===== config.mk =====
export PLATFORM = sky130hd
export DESIGN_NAME = mmio_uart_tx
export DESIGN_NICKNAME = d
export VERILOG_FILES = /design/src/rtl/mmio_uart_tx_pkg.sv /design/src/rtl/mmio_uart_tx_sync_fifo.sv /design/src/rtl/mmio_uart_tx.sv
export SDC_FILE = /design/constraint.sdc
export NUM_CORES = 1
export LEC_CHECK = 0
export ABC_AREA = 1
export BUFFER_PORTS_ARGS = -buffer_cell sky130_fd_sc_hd__buf_2
export CAP_MARGIN = 20
export CORE_MARGIN = 10
export CORE_UTILIZATION = 30
export DETAILED_ROUTE_END_ITERATION = 16
export GPL_ROUTABILITY_DRIVEN = 0
export HOLD_SLACK_MARGIN = 0.1
export PLACE_DENSITY = 0.51
export SYNTH_ARGS = -nofsm -noshare
export SYNTH_HDL_FRONTEND = slang
export SYNTH_SLANG_ARGS = --single-unit

===== constraint.sdc =====
create_clock -name clk -period 5.3 [get_ports clk]
set_clock_uncertainty 0.2 [all_clocks]
set_input_delay 0.53 -clock clk [delete_from_list [all_inputs] [get_ports clk]]
set_output_delay 0.53 -clock clk [all_outputs]
set_load 0.02 [all_outputs]

===== src/rtl/mmio_uart_tx_pkg.sv =====
// Shared definitions for the MMIO UART transmitter: register map, STATUS layout,
// generic I/O request bundle and transmitter state encoding.
package mmio_uart_tx_pkg;

    localparam logic [7:0] UART_TXDATA_OFS = 8'h00;
    localparam logic [7:0] UART_STATUS_OFS = 8'h04;
    localparam logic [7:0] UART_BAUD_OFS   = 8'h08;

    localparam int STAT_BUSY    = 0;
    localparam int STAT_FULL    = 1;
    localparam int STAT_EMPTY   = 2;
    localparam int STAT_OVF     = 3;
    localparam int STAT_CNT_LSB = 8;
    localparam int STAT_CNT_W   = 9;

    typedef struct packed {
        logic        cs;
        logic        rd_en;
        logic        wr_en;
        logic [7:0]  addr;
        logic [31:0] wr_data;
        logic [3:0]  wr_strobe;
    } io_req_t;

    typedef enum logic [1:0] {
        ST_IDLE,
        ST_START,
        ST_DATA,
        ST_STOP
    } uart_tx_state_e;

    // A divisor of zero behaves as one so the bit timer can never stall.
    function automatic logic [15:0] eff_div(input logic [15:0] div);
        return (div == 16'd0) ? 16'd1 : div;
    endfunction

endpackage


===== src/rtl/mmio_uart_tx_sync_fifo.sv =====
// Synchronous FIFO with registered occupancy count; push is refused when the
// registered count says full, regardless of a same-cycle pop.
module sync_fifo #(
    parameter int DEPTH = 16,
    parameter int WIDTH = 8
) (
    input  logic                     clk,
    input  logic                     rst,
    input  logic                     push,
    input  logic [WIDTH-1:0]         wr_data,
    input  logic                     pop,
    output logic [WIDTH-1:0]         rd_data,
    output logic                     full,
    output logic                     empty,
    output logic [$clog2(DEPTH):0]   count
);

    localparam int AW = $clog2(DEPTH);
    localparam int CW = AW + 1;

    logic [WIDTH-1:0] mem_q [DEPTH];
    logic [WIDTH-1:0] mem_d [DEPTH];
    logic [AW-1:0]    wr_ptr_q, wr_ptr_d;
    logic [AW-1:0]    rd_ptr_q, rd_ptr_d;
    logic [CW-1:0]    count_q, count_d;
    logic             push_ok, pop_ok;

    assign full    = (count_q == CW'(DEPTH));
    assign empty   = (count_q == '0);
    assign count   = count_q;
    assign rd_data = mem_q[rd_ptr_q];
    assign push_ok = push && !full;
    assign pop_ok  = pop && !empty;

    always_comb begin
        mem_d = mem_q;
        if (push_ok) begin
            mem_d[wr_ptr_q] = wr_data;
        end
        wr_ptr_d = wr_ptr_q + AW'(push_ok);
        rd_ptr_d = rd_ptr_q + AW'(pop_ok);
        count_d  = count_q + CW'(push_ok) - CW'(pop_ok);
    end

    always_ff @(posedge clk) begin
        if (rst) begin
            wr_ptr_q <= '0;
            rd_ptr_q <= '0;
            count_q  <= '0;
        end else begin
            wr_ptr_q <= wr_ptr_d;
            rd_ptr_q <= rd_ptr_d;
            count_q  <= count_d;
        end
        mem_q <= mem_d;
    end

endmodule


===== src/rtl/mmio_uart_tx.sv =====
// Memory-mapped 8N1 UART transmitter: TXDATA/STATUS/BAUD_DIV registers on the
// I/O bus, a byte FIFO, and a bit-timing FSM driving a registered serial line.
module mmio_uart_tx
    import mmio_uart_tx_pkg::*;
#(
    parameter int FIFO_DEPTH       = 16,
    parameter int DEFAULT_BAUD_DIV = 434
) (
    input  logic        clk,
    input  logic        rst,
    input  logic        io_cs,
    input  logic        io_rd_en,
    input  logic        io_wr_en,
    input  logic [7:0]  io_addr,
    input  logic [31:0] io_wr_data,
    input  logic [3:0]  io_wr_strobe,
    output logic [31:0] io_rd_data,
    output logic        io_rd_valid,
    output logic        uart_tx
);

    localparam int CW = $clog2(FIFO_DEPTH) + 1;

    io_req_t        req;
    logic           wr, rd, sel_tx, sel_stat, sel_baud;
    logic           push, pop, full, empty;
    logic [7:0]     fifo_head;
    logic [CW-1:0]  fifo_count;
    logic [31:0]    status_w;
    logic [15:0]    div_m1;
    logic           unused_req;

    uart_tx_state_e state_q, state_d;
    logic [15:0]    baud_q, baud_d;
    logic [15:0]    cnt_q, cnt_d;
    logic [2:0]     bit_q, bit_d;
    logic [7:0]     shift_q, shift_d;
    logic           tx_q, tx_d;
    logic           ovf_q, ovf_d;
    logic [31:0]    rd_data_q, rd_data_d;
    logic           rd_valid_q, rd_valid_d;

    assign req = '{cs: io_cs, rd_en: io_rd_en, wr_en: io_wr_en, addr: io_addr,
                   wr_data: io_wr_data, wr_strobe: io_wr_strobe};
    assign unused_req = ^{req.addr[1:0], req.wr_data[31:16], req.wr_strobe[3:2]};

    assign wr       = req.cs && req.wr_en;
    assign rd       = req.cs && req.rd_en;
    assign sel_tx   = (req.addr[7:2] == UART_TXDATA_OFS[7:2]);
    assign sel_stat = (req.addr[7:2] == UART_STATUS_OFS[7:2]);
    assign sel_baud = (req.addr[7:2] == UART_BAUD_OFS[7:2]);
    assign push     = wr && sel_tx && req.wr_strobe[0];
    assign div_m1   = eff_div(baud_q) - 16'd1;

    sync_fifo #(.DEPTH(FIFO_DEPTH), .WIDTH(8)) u_fifo (
        .clk     (clk),
        .rst     (rst),
        .push    (push),
        .wr_data (req.wr_data[7:0]),
        .pop     (pop),
        .rd_data (fifo_head),
        .full    (full),
        .empty   (empty),
        .count   (fifo_count)
    );

    always_comb begin
        status_w                                 = '0;
        status_w[STAT_BUSY]                      = (state_q != ST_IDLE);
        status_w[STAT_FULL]                      = full;
        status_w[STAT_EMPTY]                     = empty;
        status_w[STAT_OVF]                       = ovf_q;
        status_w[STAT_CNT_LSB +: STAT_CNT_W]     = STAT_CNT_W'(fifo_count);

        baud_d = baud_q;
        if (wr && sel_baud) begin
            if (req.wr_strobe[0]) baud_d[7:0]  = req.wr_data[7:0];
            if (req.wr_strobe[1]) baud_d[15:8] = req.wr_data[15:8];
        end

        // Set has priority over the W1C clear in the same cycle.
        ovf_d = ovf_q;
        if (wr && sel_stat && req.wr_strobe[0] && req.wr_data[STAT_OVF]) ovf_d = 1'b0;
        if (push && full) ovf_d = 1'b1;

        rd_valid_d = rd;
        rd_data_d  = '0;
        if (rd) begin
            if (sel_stat)      rd_data_d = status_w;
            else if (sel_baud) rd_data_d = {16'h0000, baud_q};
        end
    end

    always_comb begin
        state_d = state_q;
        cnt_d   = cnt_q;
        bit_d   = bit_q;
        shift_d = shift_q;
        tx_d    = tx_q;
        pop     = 1'b0;
        if (state_q == ST_IDLE) begin
            if (!empty) begin
                pop     = 1'b1;
                shift_d = fifo_head;
                cnt_d   = div_m1;
                state_d = ST_START;
                tx_d    = 1'b0;
            end
        end else if (cnt_q != 16'd0) begin
            cnt_d = cnt_q - 16'd1;
        end else begin
            // Bit boundary: a new divisor only takes effect from here on.
            cnt_d = div_m1;
            if (state_q == ST_START) begin
                state_d = ST_DATA;
                bit_d   = 3'd0;
                tx_d    = shift_q[0];
            end else if (state_q == ST_DATA) begin
                if (bit_q == 3'd7) begin
                    state_d = ST_STOP;
                    tx_d    = 1'b1;
                end else begin
                    shift_d = shift_q >> 1;
                    bit_d   = bit_q + 3'd1;
                    tx_d    = shift_q[1];
                end
            end else begin
                state_d = ST_IDLE;
                tx_d    = 1'b1;
            end
        end
    end

    always_ff @(posedge clk) begin
        if (rst) begin
            state_q    <= ST_IDLE;
            baud_q     <= 16'(DEFAULT_BAUD_DIV);
            cnt_q      <= '0;
            bit_q      <= '0;
            shift_q    <= '0;
            tx_q       <= 1'b1;
            ovf_q      <= 1'b0;
            rd_data_q  <= '0;
            rd_valid_q <= 1'b0;
        end else begin
            state_q    <= state_d;
            baud_q     <= baud_d;
            cnt_q      <= cnt_d;
            bit_q      <= bit_d;
            shift_q    <= shift_d;
            tx_q       <= tx_d;
            ovf_q      <= ovf_d;
            rd_data_q  <= rd_data_d;
            rd_valid_q <= rd_valid_d;
        end
    end

    assign uart_tx     = tx_q;
    assign io_rd_data  = rd_data_q;
    assign io_rd_valid = rd_valid_q;

endmodule


### Word level (Yosys, flattened, before mapping)

Index checks and enable logic that the tools add are counted.

* register bits after elaboration: 221
* input port bits: 49

* $add $sub $neg: 7
* $lt $le $gt $ge: 3
* eq/ne operators: 12
* muxes and demuxes: 37
* bitwise gates (word level): 6
* reduce and logical (&&, ||, !) cells: 32

Operators with widths (number)
* $bwmux W128: 1
* $mux W8: 9
* $mux W16: 4
* $bmux W8 S4: 1
* $demux W8 S4: 1
* $sub A16 B1 Y16 const B: 2
* $mux W13: 2
* $logic_not A16 Y1: 1
* $reduce_bool A16 Y1: 1
* $logic_and A1 B1 Y1: 12
* $mux W2: 6
* $ge A5 B5 Y1 const B: 2
* $mux W1: 10
* $ne A2 B2 Y1 const B: 5
* $not A4 Y5: 2
* $mux W3: 3
* $add A4 B1 Y4: 2
* $reduce_bool A2 Y1: 4
* $eq A6 B1 Y1 const B: 1
* $eq A6 B2 Y1 const B: 1
* $logic_not A6 Y1: 1
* $reduce_and A2 Y1: 3
* $add A5 B1 Y5: 1
* $eq A5 B5 Y1 const B: 1
* 17 further kinds: 21

### Depth between registers and ports, before layout

Gate-level depths: netlist of the first run.

* word-level depth: 6
* depth in mapped cells: 16
* mapped depth without buffers: 16

### Hierarchy

A second synthesis of the first run with hierarchy kept.

* cells, all modules: 1133
* area total of the unflattened synthesis: 9791.9 um^2

Modules (own cells, without submodules)
* sync_fifo: times used 1, cells each 629, area an instance 6277.3 um^2, seq. area each 4103.9 um^2
* mmio_uart_tx: times used 1, cells each 504, area an instance 3514.6 um^2, seq. area each 1281.2 um^2

### Worst setup path before layout of the first run

OpenSTA, ideal clock, no wires.

* path type: flip-flop to flip-flop
* start point: reg state_q[1]
* end point: reg u_fifo.count_q[4] (netlist: u_fifo.count[4])
* library setup time: 70 ps
* data arrival time: 2209 ps
* slack: 2821 ps
* cell stages (with the launch flop): 15
* buffers on the path: 1
* cells stage by stage: dfxtp_1 -> inv_1 -> ha_1 -> buf_2 -> nand2_1 -> inv_1 -> ha_1 -> inv_1 -> ha_1 -> fa_1 -> nand2_1 -> a21oi_1 -> nor2_1 -> o21ai_0 -> a21oi_1

* longest elaborated chain between the ends: 4

Ends and longest elaborated chain
* start: declaration: line mmio_uart_tx.sv:33 `uart_tx_state_e state_q, state_d;`
* start signal: assignment: line mmio_uart_tx.sv:146 `state_q <= state_d;`
* $logic_not A2 Y1: line mmio_uart_tx.sv:101 `if (state_q == ST_IDLE) begin`
* $mux W1: line mmio_uart_tx.sv:101
* $logic_and A1 B1 Y1: line mmio_uart_tx_sync_fifo.sv:33 `assign pop_ok = pop && !empty;`
* $sub A5 B1 Y5: line mmio_uart_tx_sync_fifo.sv:42 `count_d = count_q + CW'(push_ok) - CW'(pop_ok);`
* end signal: assignment: line mmio_uart_tx_sync_fifo.sv:53 `count_q <= count_d;`
* end: declaration: line mmio_uart_tx_sync_fifo.sv:25 `logic [CW-1:0] count_q, count_d;`

Every way passes these cells.
A chain may end at the register's enable or synchronous reset.

### Worst setup path after layout of the first run

* start point: reg state_q[1]
* end point: reg state_q[0]

* longest elaborated chain between the ends: 5
* elaborated cells between the ends (all ways): 11
* those cells by class: eq/ne (5); mux (4); reduce/logical (2)

Ends and longest elaborated chain
* $eq A2 B2 Y1: line mmio_uart_tx.sv:118 `end else if (state_q == ST_DATA) begin`
* $mux W2: line mmio_uart_tx.sv:118
* $mux W2: line mmio_uart_tx.sv:114 `if (state_q == ST_START) begin`
* $mux W2: line mmio_uart_tx.sv:109 `end else if (cnt_q != 16'd0) begin`
* $mux W2: line mmio_uart_tx.sv:101

Parallel ways exist; a longest one is shown, timed or not. The select of a mux whose other input is x is not followed.

==> results of run 1 <==
[cell type report]
| type | count | area (sq um) | share of cell area, % |
|---|---|---|---|
| well taps | 402 | 503.0 | 4.650 |
| repair buffers | 58 | 340.3 | 3.146 |
| inverters | 145 | 546.8 | 5.054 |
| multi-input cells | 640 | 3294 | 30.45 |
| flip-flops and latches | 205 | 5389 | 49.81 |
| clock inverters | 8 | 117.6 | 1.087 |
| clock buffers | 31 | 626.9 | 5.795 |
[cell families (layout without fill, tap and decap cells)]
| logic type | after synthesis | count (layout) | share of synthesized area (%) |
|---|---|---|---|
| buffers and inverters | 199 | 242 | 9.076 |
| flip-flops | 205 | 205 | 56.78 |
| AND/OR/NAND/NOR | 416 | 416 | 19.02 |
| adder cells (fa/ha/maj) | 19 | 19 | 2.586 |
| XOR/XNOR | 21 | 21 | 1.939 |
| other | 1 | 16 | 0.03954 |
| AO/OA/AOI/OAI | 168 | 168 | 10.55 |
[per-stage QoR]
stage / utilization [%] / setup slack, ns
detailed placement: 31.83 / 2.312
floorplan: - / 2.821
global route: 34.46 / 1.945
CTS: 34.46 / 2.238
global placement: 31.83 / 2.340
finish: 34.46 / 2.230
[cells in the mapped netlist (all sizes together)]
library cell and instances:
a211oi 2, a21oi 68, a22oi 2, a31oi 4, buf 40, clkbuf 14, clkinv 1, conb 1
dfxtp 77, edfxtp 128, fa 1, ha 18, inv 144, nand2 217, nand3 88, nand4 5
nor2 97, nor3 6, nor4 1, o211ai 54, o21a 1, o21ai 37, or2 2, xnor2 4
xor2 17
[flip-flops by register name, summed over array words and instances, names as in the netlist]
| name | cells |
|---|---|
| shift_q | 8 |
| uart_tx | 1 |
| u_fifo.mem_q | 128 |
| cnt_q | 16 |
| u_fifo.wr_ptr_q | 4 |
| u_fifo.count | 5 |
| io_rd_data | 16 |
| io_rd_valid | 1 |
| ovf_q | 1 |
| state_q | 2 |
| u_fifo.rd_ptr_q | 4 |
| bit_q | 3 |
| baud_q | 16 |
[where the power goes]
group	internal, mW	total [mW]	switching [mW]
clock network	0.932	1.58	0.646
registers	1.79	1.93	0.144
logic	0.473	1.41	0.937
[path summary, 6_finish.rpt]
| check | from | end | depth (start not counted) | slack (ns) |
|---|---|---|---|---|
| worst max register to register | state_q[1] | state_q[0] | 10 | 2.23 |
| worst min register to register | shift_q[7] | shift_q[7] | 2 | 0.27 |
| worst min-delay path | io_wr_strobe[0] | ovf_q | 4 | 0.16 |
| worst max-delay path | state_q[1] | state_q[0] | 10 | 2.23 |
[per-layer routing]
metal	global-route usage, %	routed length (microns)	up-vias
met5	0	0	-
met3	2.410	1229	34
met4	4.072	594	0
met1	15.55	10780	3177
met2	19.46	10680	139
li1	-	-	3481
[worst register-to-register path: cells and delay by family, from the launching register on]
kind	cells	cell delay (ns)
compound gates	2	0.28
buf+inv	4	0.81
flops	1	0.34
fa+ha+maj	1	0.45
simple gates	3	0.91
[what timing repair did]
action / 4_1_cts / 5_1_grt
gates resized for setup: 0 / 0
setup buffers: 0 / 0
endpoints found under the hold margin: 8 / 0
hold buffers: 8 / 0
setup endpoints to repair: 0 / 0
==> flow_metrics.env, run 1 <==
export IMPL_fillers=3209
export IMPL_postLayoutCellArea_sq_mm=0.01082
export IMPL_finalHoldViolations=0
export IMPL_drtAntennaViolNets=0
export IMPL_yosysWarnings=0
export IMPL_final_common_cell="nand2_1"
export IMPL_required_ns=5.54
export IMPL_fin_cells=1489
export IMPL_vias=6831
export IMPL_grt_pass1_wl_microns=37280
export IMPL_fin_crit_sh_pct=57.92
export IMPL_start_kind="flip-flop"
export IMPL_relSlewSlack_pct=39.15
export IMPL_cts_buffers=24
export IMPL_io_pins=83
export IMPL_ys_top_cells_by_area="edfxtp_1, dfxtp_1, nand2_1"
export IMPL_synth_avg_cell_area_sq_um=9.217
export IMPL_first_global_vias=6802
export IMPL_coreArea_sq_mm=0.03139
export IMPL_worst_pin_slew_ns=0.9094
export IMPL_ys_ff_latch=205
export IMPL_synth_area_leader_cell="edfxtp_1"
export IMPL_fmax_ghz=0.3257
export IMPL_antenna_found_initial=0
export IMPL_cp_top_family="simple AND/OR/NAND/NOR gates"
export IMPL_place_area_sq_mm=0.009993
export IMPL_clock_root_buffer="clkbuf_16"
export IMPL_synth_top_cell_area_share_pct=40.53
export IMPL_cp_slowest_stage_delay_ns=0.61
export IMPL_finish_net_count=1142
export IMPL_path_clk_slew_ns=0.06
export IMPL_area_growth_pct=14.06
export IMPL_fp_row_count=65
export IMPL_drc=0
export IMPL_synth_cells=1029
export IMPL_dr_pass1_iters=5
export IMPL_slowest_stage="nor2_2"
export IMPL_ys_types=40
export IMPL_start_util_pct=30.21
export IMPL_finalSetupViolCount=0
export IMPL_dpl_hpwl_microns=15580
export IMPL_h_tree_depth=1
export IMPL_path_max_fanout=14
export IMPL_route_detailed_wl_per_inst_microns=15.64
export IMPL_arrival_ns=3.31
export IMPL_cap_violations=0
export IMPL_final_max_slew_viol_count=0
export IMPL_outcome="finished clean"
export IMPL_min_period_ns=3.070
export IMPL_overflow=0
export IMPL_diodes=0
export IMPL_crit_chain="inv_1, ha_1, inv_1, nor2_2, inv_2, nand2_4, inv_4, nand2_1, o21ai_0, a21oi_1"
export IMPL_ys_seq_area_share_pct=56.78
export IMPL_cts_tree="yes"
export IMPL_total_power_mw=4.923
export IMPL_clock_latency_ns=0.54
export IMPL_layout_common_cells="nand2_1, inv_1, edfxtp_1"
export IMPL_finalSetupTns_ns=0
export IMPL_rsz0062_at_grt="no"
export IMPL_cts_sinks=205
export IMPL_fp_dieW_microns=197.8
export IMPL_synth_area_sq_mm=0.009484
export IMPL_peakVddDrop_mv=0.2235
export IMPL_whs_ns=0.1571
export IMPL_dp_cells=1442
export IMPL_avgViaCountPerCell=4.588
export IMPL_grt_max_degree=90
export IMPL_clk_path_buf_depth=3
export IMPL_port_buffers=46
export IMPL_crit_top_cell="inv_1"
export IMPL_drive_gt1_share_pct=10.67
export IMPL_die_h_microns=197.8
export IMPL_die_area_sq_mm=0.03912
export IMPL_p_leak_nw=4.272
export IMPL_endpoint_kind="flip-flop"
export IMPL_drt_iter0_drc=440
export IMPL_routed_wl_microns=23290
export IMPL_path_buf_inv=4
export IMPL_crit_type="flip-flop to flip-flop"
export IMPL_p_per_area_mw_per_mm2=455.0
export IMPL_grt_total_usage_pct=11.98
export IMPL_holdCritPathClass="primary input to flip-flop"
Power figures use the tool's default switching activity.
==> run 2: changes to the inputs <==
Settings changed: PLACE_DENSITY 0.51 to 0.52.
Clock period 5.3 ns to 2.5 ns, I/O delays scaled along.
==> run 2 against run 1 <==
Sequential share of layout area decreased by 3.4 points. Clock-buffer cell count down 1. Via count increased by 4.8%. Design area is 7.4% higher. Core utilization grew 2.5 points. First-iteration DRC count rose by 11%. Critical endpoint is now baud_q[12].
==> flow_metrics.env, run 2 (synthesis results as in run 1) <==
export IMPL_endpoint_kind="flip-flop"
export IMPL_total_power_mw=10.77
export IMPL_cts_sinks=205
export IMPL_power_switching_mw=3.760
export IMPL_required_ns=2.76
export IMPL_dr_pass1_iters=5
export IMPL_drt_iter0_drc=488
export IMPL_route_detailed_wl_per_inst_microns=15.21
export IMPL_clk_path_buf_depth=3
export IMPL_fmax_ghz=0.4224
export IMPL_postLayoutCellArea_sq_mm=0.01162
export IMPL_avgViaCountPerCell=4.530
export IMPL_sw_frac_of_total_pct=34.90
export IMPL_start_util_pct=30.21
export IMPL_peakVddDrop_mv=0.5026
export IMPL_io_pins=83
export IMPL_p_per_area_mw_per_mm2=927.4
export IMPL_dp_cells=1487
export IMPL_routed_wl_microns=24040
export IMPL_port_buffers=46
export IMPL_largest_reg_flops=128
export IMPL_outcome="finished clean"
export IMPL_fin_cells=1580
export IMPL_finish_net_count=1229
export IMPL_seqPwrFrac_pct=36.7
export IMPL_arrival_ns=2.62
export IMPL_layout_common_cells="nand2_1, inv_1, edfxtp_1"
export IMPL_start_kind="primary input"
export IMPL_place_area_sq_mm=0.01036
export IMPL_finalHoldViolations=0
export IMPL_clockPowerShare_pct=29.2
export IMPL_first_global_vias=7068
export IMPL_overflow=0
export IMPL_whs_endpoint="io_rd_data[10]"
export IMPL_clock_root_buffer="clkbuf_16"
export IMPL_relSlewSlack_pct=60.08
export IMPL_path_max_fanout=4
export IMPL_path_clk_slew_ns=0.06
export IMPL_cts_tree="yes"
export IMPL_grt_max_degree=89
export IMPL_dpl_hpwl_microns=15980
export IMPL_worst_hold_startpoint="io_addr[4]"
export IMPL_comb_power_share_pct=34.1
export IMPL_clock_latency_ns=0.52
export IMPL_worst_pin_slew_ns=0.5981
export IMPL_whs_ns=0.08463
export IMPL_vias=7158
export IMPL_min_period_ns=2.367
export IMPL_coreArea_sq_mm=0.03139
export IMPL_r2r_cells=16
export IMPL_antenna_found_initial=0
export IMPL_grt_total_usage_pct=12.32
export IMPL_drive_gt1_share_pct=16.21
export IMPL_rsz0062_at_grt="yes"
export IMPL_r2r_end="u_fifo.count[4]"
export IMPL_drc=0
export IMPL_holdCritPathClass="primary input to flip-flop"
export IMPL_die_h_microns=197.8
export IMPL_crit_type="primary input to flip-flop"
export IMPL_rr_startpoint="u_fifo.count[2]"
export IMPL_area_growth_pct=22.49
export IMPL_final_common_cell="nand2_1"
export IMPL_ff2ff_setup_slack_ns=0.15
export IMPL_hold_depth=7
export IMPL_p_leak_nw=4.707
export IMPL_fp_row_count=65
export IMPL_drtAntennaViolNets=0
export IMPL_power_internal_mw=7.014
export IMPL_finalSetupViolCount=0
export IMPL_top_register="u_fifo.mem_q"
export IMPL_die_area_sq_mm=0.03912
export IMPL_h_tree_depth=1
export IMPL_fp_dieW_microns=197.8
export IMPL_final_max_slew_viol_count=0
export IMPL_grt_pass1_wl_microns=38480
export IMPL_diodes=0
export IMPL_fin_crit_sh_pct=94.69
export IMPL_cap_violations=0
export IMPL_cts_buffers=23
[run 2: changes by cell type in the layout (fill, tap and decap cells not counted), moves of 2 or more]
cell           delta
dfxtp_1           -3
nor2_1            -3
nand2_1           -6
dlygate4sd3_1    +33
inv_2             +4
clkinv_1          +5
ha_4              +2
ha_1              -3
nand2_2           +5
nor2_4            +2
dfxtp_2           +3
buf_4            +52
inv_1             -5
buf_12            +2
[run 2: area by class of cell]
cell class	instances	area (sq um)
clock inverters	12	83.83
fillers	3241	19780
clock buffers	30	601.8
multi-input cells	640	3372
flip-flops and latches	205	5393
repair buffers	146	1115
inverters	145	549.3
well taps	402	503.0
[run 2: critical path, stage by stage]
cell and delay [ns]:
dlygate4sd3_1 0.53, buf_2 0.11, nand2_1 0.08, inv_1 0.09, nand2_2 0.10, nor2_4 0.13
nand2_1 0.06, dlygate4sd3_1 0.55, a21oi_1 0.15, dlygate4sd3_1 0.56
[run 2: metrics by stage]
stage	setup TNS (ns)	utilization [%]	setup slack [ns]
after CTS	0	36.82	0.01003
after detailed placement	-0.06825	32.99	-0.06430
after global routing	-0.03621	37.01	-0.02322
final	0	37.01	0.1328
after global placement	-0.02102	32.99	-0.02102
after floorplan	0	-	0.02081
[run 2: worst max path at each step]
| stage | startpoint | end | slack, ns | cells after the start |
|---|---|---|---|---|
| 2_1_floorplan | state_q[1] | u_fifo.count[4] | 0.02 | 14 |
| 3_5_place_dp | u_fifo.count[2] | u_fifo.count[4] | -0.06 | 16 |
| 3_3_place_gp | u_fifo.count[2] | u_fifo.count[4] | -0.02 | 16 |
| 6_report | io_cs | baud_q[12] | 0.13 | 10 |
| 5_1_grt | baud_q[5] | cnt_q[10] | -0.02 | 15 |
| 4_1_cts | u_fifo.count[2] | shift_q[7] | 0.01 | 18 |
[run 2: what timing repair did]
| item | CTS | global route |
|---|---|---|
| gates resized for setup | 11 | 21 |
| endpoints found under the setup margin | 2 | 12 |
| hold buffers | 41 | 0 |
| hold endpoints to repair | 184 | 0 |
| pin swaps | 5 | 8 |
| buffers inserted | 11 | 0 |
[run 2: power by group through the flow]
stage / combinational, mW / sequential, mW / clock, mW
after floorplan: 2.48 / 3.99 / 0
after global placement: 3.39 / 4.01 / 0
after detailed placement: 3.40 / 4.01 / 0
after CTS: 3.65 / 3.95 / 3.21
after global routing: 4.20 / 3.97 / 3.36
final: 3.68 / 3.95 / 3.15
[run 2: per-layer routing]
metal / vias up / GRT usage, % / routed length (microns) / part of all wire, %
li1: 3655 / - / - / -
met1: 3341 / 16.36 / 11070 / 46
met2: 133 / 20.19 / 11250 / 47
met3: 29 / 2.444 / 1347 / 5.6
met4: 0 / 2.876 / 367 / 1.5
met5: - / 0 / 0 / 0
==> run 3: changes to the inputs <==
Settings changed: PLACE_DENSITY 0.52 to 0.51.
Clock period 2.5 ns to 2.45 ns, I/O delays scaled along.
==> run 3 against run 2 <==
Clock power rose by 15%. First-iteration DRC count fell by 4.9%. Largest cell class unchanged. Sequential share of layout area fell by 1.2 points. Via count rose by 2.1%. Design area rose by 2.7%. Combinational power rose by 6.8%.
==> flow_metrics.env, run 3 (synthesis results as in run 1) <==
export IMPL_diodes=0
export IMPL_slowest_stage="fa_2"
export IMPL_fin_crit_sh_pct=95.98
export IMPL_grt_total_usage_pct=12.52
export IMPL_start_util_pct=30.21
export IMPL_drc=0
export IMPL_die_h_microns=197.8
export IMPL_area_growth_pct=25.80
export IMPL_cp_top_family="adder cells"
export IMPL_clk_path_buf_depth=3
export IMPL_route_detailed_wl_per_inst_microns=15.42
export IMPL_cts_tree="yes"
export IMPL_cts_sinks=205
export IMPL_overflow=0
export IMPL_start_kind="flip-flop"
export IMPL_vias=7311
export IMPL_port_buffers=46
export IMPL_use_met1_pct=16.62
export IMPL_path_buf_inv=3
export IMPL_place_area_sq_mm=0.01037
export IMPL_io_pins=83
export IMPL_antenna_found_initial=0
export IMPL_fillers=3173
export IMPL_required_ns=2.71
export IMPL_worst_pin_slew_ns=0.6567
export IMPL_peakVddDrop_mv=0.6739
export IMPL_whs_ns=0.09596
export IMPL_drive_gt1_share_pct=18.46
export IMPL_cap_violations=0
export IMPL_relSlewSlack_pct=56.17
export IMPL_fmax_ghz=0.4252
export IMPL_crit_chain="inv_2, ha_4, nand2_4, nor2_4, nand2_2, nand2_2, inv_2, ha_4, inv_2, ha_4, fa_2, nand2_2, a21oi_4, nor2_4, o21ai_2, a21oi_1"
export IMPL_largest_reg_flops=128
export IMPL_arrival_ns=2.61
export IMPL_fp_row_count=65
export IMPL_grt_most_used_layer="met2"
export IMPL_total_power_mw=11.62
export IMPL_drtAntennaViolNets=0
export IMPL_crit_type="flip-flop to flip-flop"
export IMPL_cp_slowest_stage_delay_ns=0.35
export IMPL_postLayoutCellArea_sq_mm=0.01193
export IMPL_fp_dieW_microns=197.8
export IMPL_met3_usage_pct=2.037
export IMPL_drt_iter0_drc=464
export IMPL_first_global_vias=7148
export IMPL_h_tree_depth=1
export IMPL_final_max_slew_viol_count=0
export IMPL_grt_max_degree=46
export IMPL_p_leak_nw=4.864
export IMPL_holdCritPathClass="primary input to flip-flop"
export IMPL_clock_latency_ns=0.53
export IMPL_finish_net_count=1249
export IMPL_rsz0062_at_grt="yes"
export IMPL_clock_root_buffer="clkbuf_16"
export IMPL_layout_common_cells="nand2_1, inv_1, edfxtp_1"
export IMPL_cts_buffers=23
export IMPL_path_clk_slew_ns=0.06
export IMPL_coreArea_sq_mm=0.03139
export IMPL_finalSetupViolCount=0
export IMPL_top_register="u_fifo.mem_q"
export IMPL_routed_wl_microns=24660
export IMPL_finalHoldViolations=0
export IMPL_endpoint_kind="flip-flop"
export IMPL_dpl_hpwl_microns=16250
export IMPL_die_area_sq_mm=0.03912
export IMPL_path_max_fanout=2
export IMPL_dr_pass1_iters=5
export IMPL_final_common_cell="nand2_1"
export IMPL_p_per_area_mw_per_mm2=974.1
export IMPL_min_period_ns=2.352
export IMPL_met2_usage_pct=20.50
export IMPL_outcome="finished clean"
export IMPL_avgViaCountPerCell=4.572
export IMPL_grt_pass1_wl_microns=39070
## run 3: cell count changes in the layout (fill, tap and decap cells not counted), sizes merged
cell and change:
clkbuf +1, bufinv +2, buf +18, dlygate4sd3 +2, clkinv -4
## run 3: cell type report
cell class / instances / area, sq um / area share [%]
multi-input combinational: 640 / 3423 / 28.69
clock buffer: 31 / 646.9 / 5.422
clock inverter: 10 / 143.9 / 1.206
inverter: 145 / 551.8 / 4.625
tap: 402 / 503.0 / 4.216
sequential: 205 / 5393 / 45.20
timing repair buffer: 166 / 1270 / 10.64
## run 3: final timing paths
kind	from	end	slack, ns	depth (start not counted)
max	u_fifo.count[2]	u_fifo.count[4]	0.1	16
min	io_addr[6]	baud_q[7]	0.1	6
max reg2reg	u_fifo.count[2]	u_fifo.count[4]	0.1	16
min reg2reg	shift_q[7]	shift_q[7]	0.26	2
## run 3: metal layers
metal  up-vias  wire [microns]
li1       3690               -
met1      3430           11700
met2       153           11220
met3        38            1161
met4         0             581
met5         -               0
## run 3: worst reg2reg max path, cell delays in order, from the launching register on
cell     delay, ns
dfxtp_2       0.32
inv_2         0.07
ha_4          0.14
nand2_4       0.05
nor2_4        0.09
nand2_2       0.07
nand2_2       0.08
inv_2         0.05
ha_4          0.25
inv_2         0.03
ha_4          0.15
fa_2          0.35
nand2_2       0.09
a21oi_4       0.06
nor2_4        0.09
o21ai_2       0.06
a21oi_1       0.12
## run 3: stage by stage
step           util, %  instances  setup slack, ns  setup TNS (ns)
5_1_grt          38.01       1599         -0.02815        -0.03032
6_report         38.01       1599          0.09837               0
3_3_place_gp     33.04       1489         -0.07183        -0.07835
4_1_cts          37.54       1592         -0.01766        -0.01766
2_1_floorplan        -       1044          0.01534               0
3_5_place_dp     33.04       1489          -0.1005         -0.1373
## run 3: power breakdown
part / switching (mW) / total, mW / internal (mW)
logic: 2.36 / 3.93 / 1.57
registers: 0.206 / 4.08 / 3.88
clock network: 1.43 / 3.61 / 2.18
## run 3: what timing repair did
item                                   CTS  global route
resized for setup                       15            27
setup endpoints to repair                2            12
endpoints found under the hold margin  191             2
setup buffers                           19            10
pin swaps                                7            11
hold buffers                            43             1
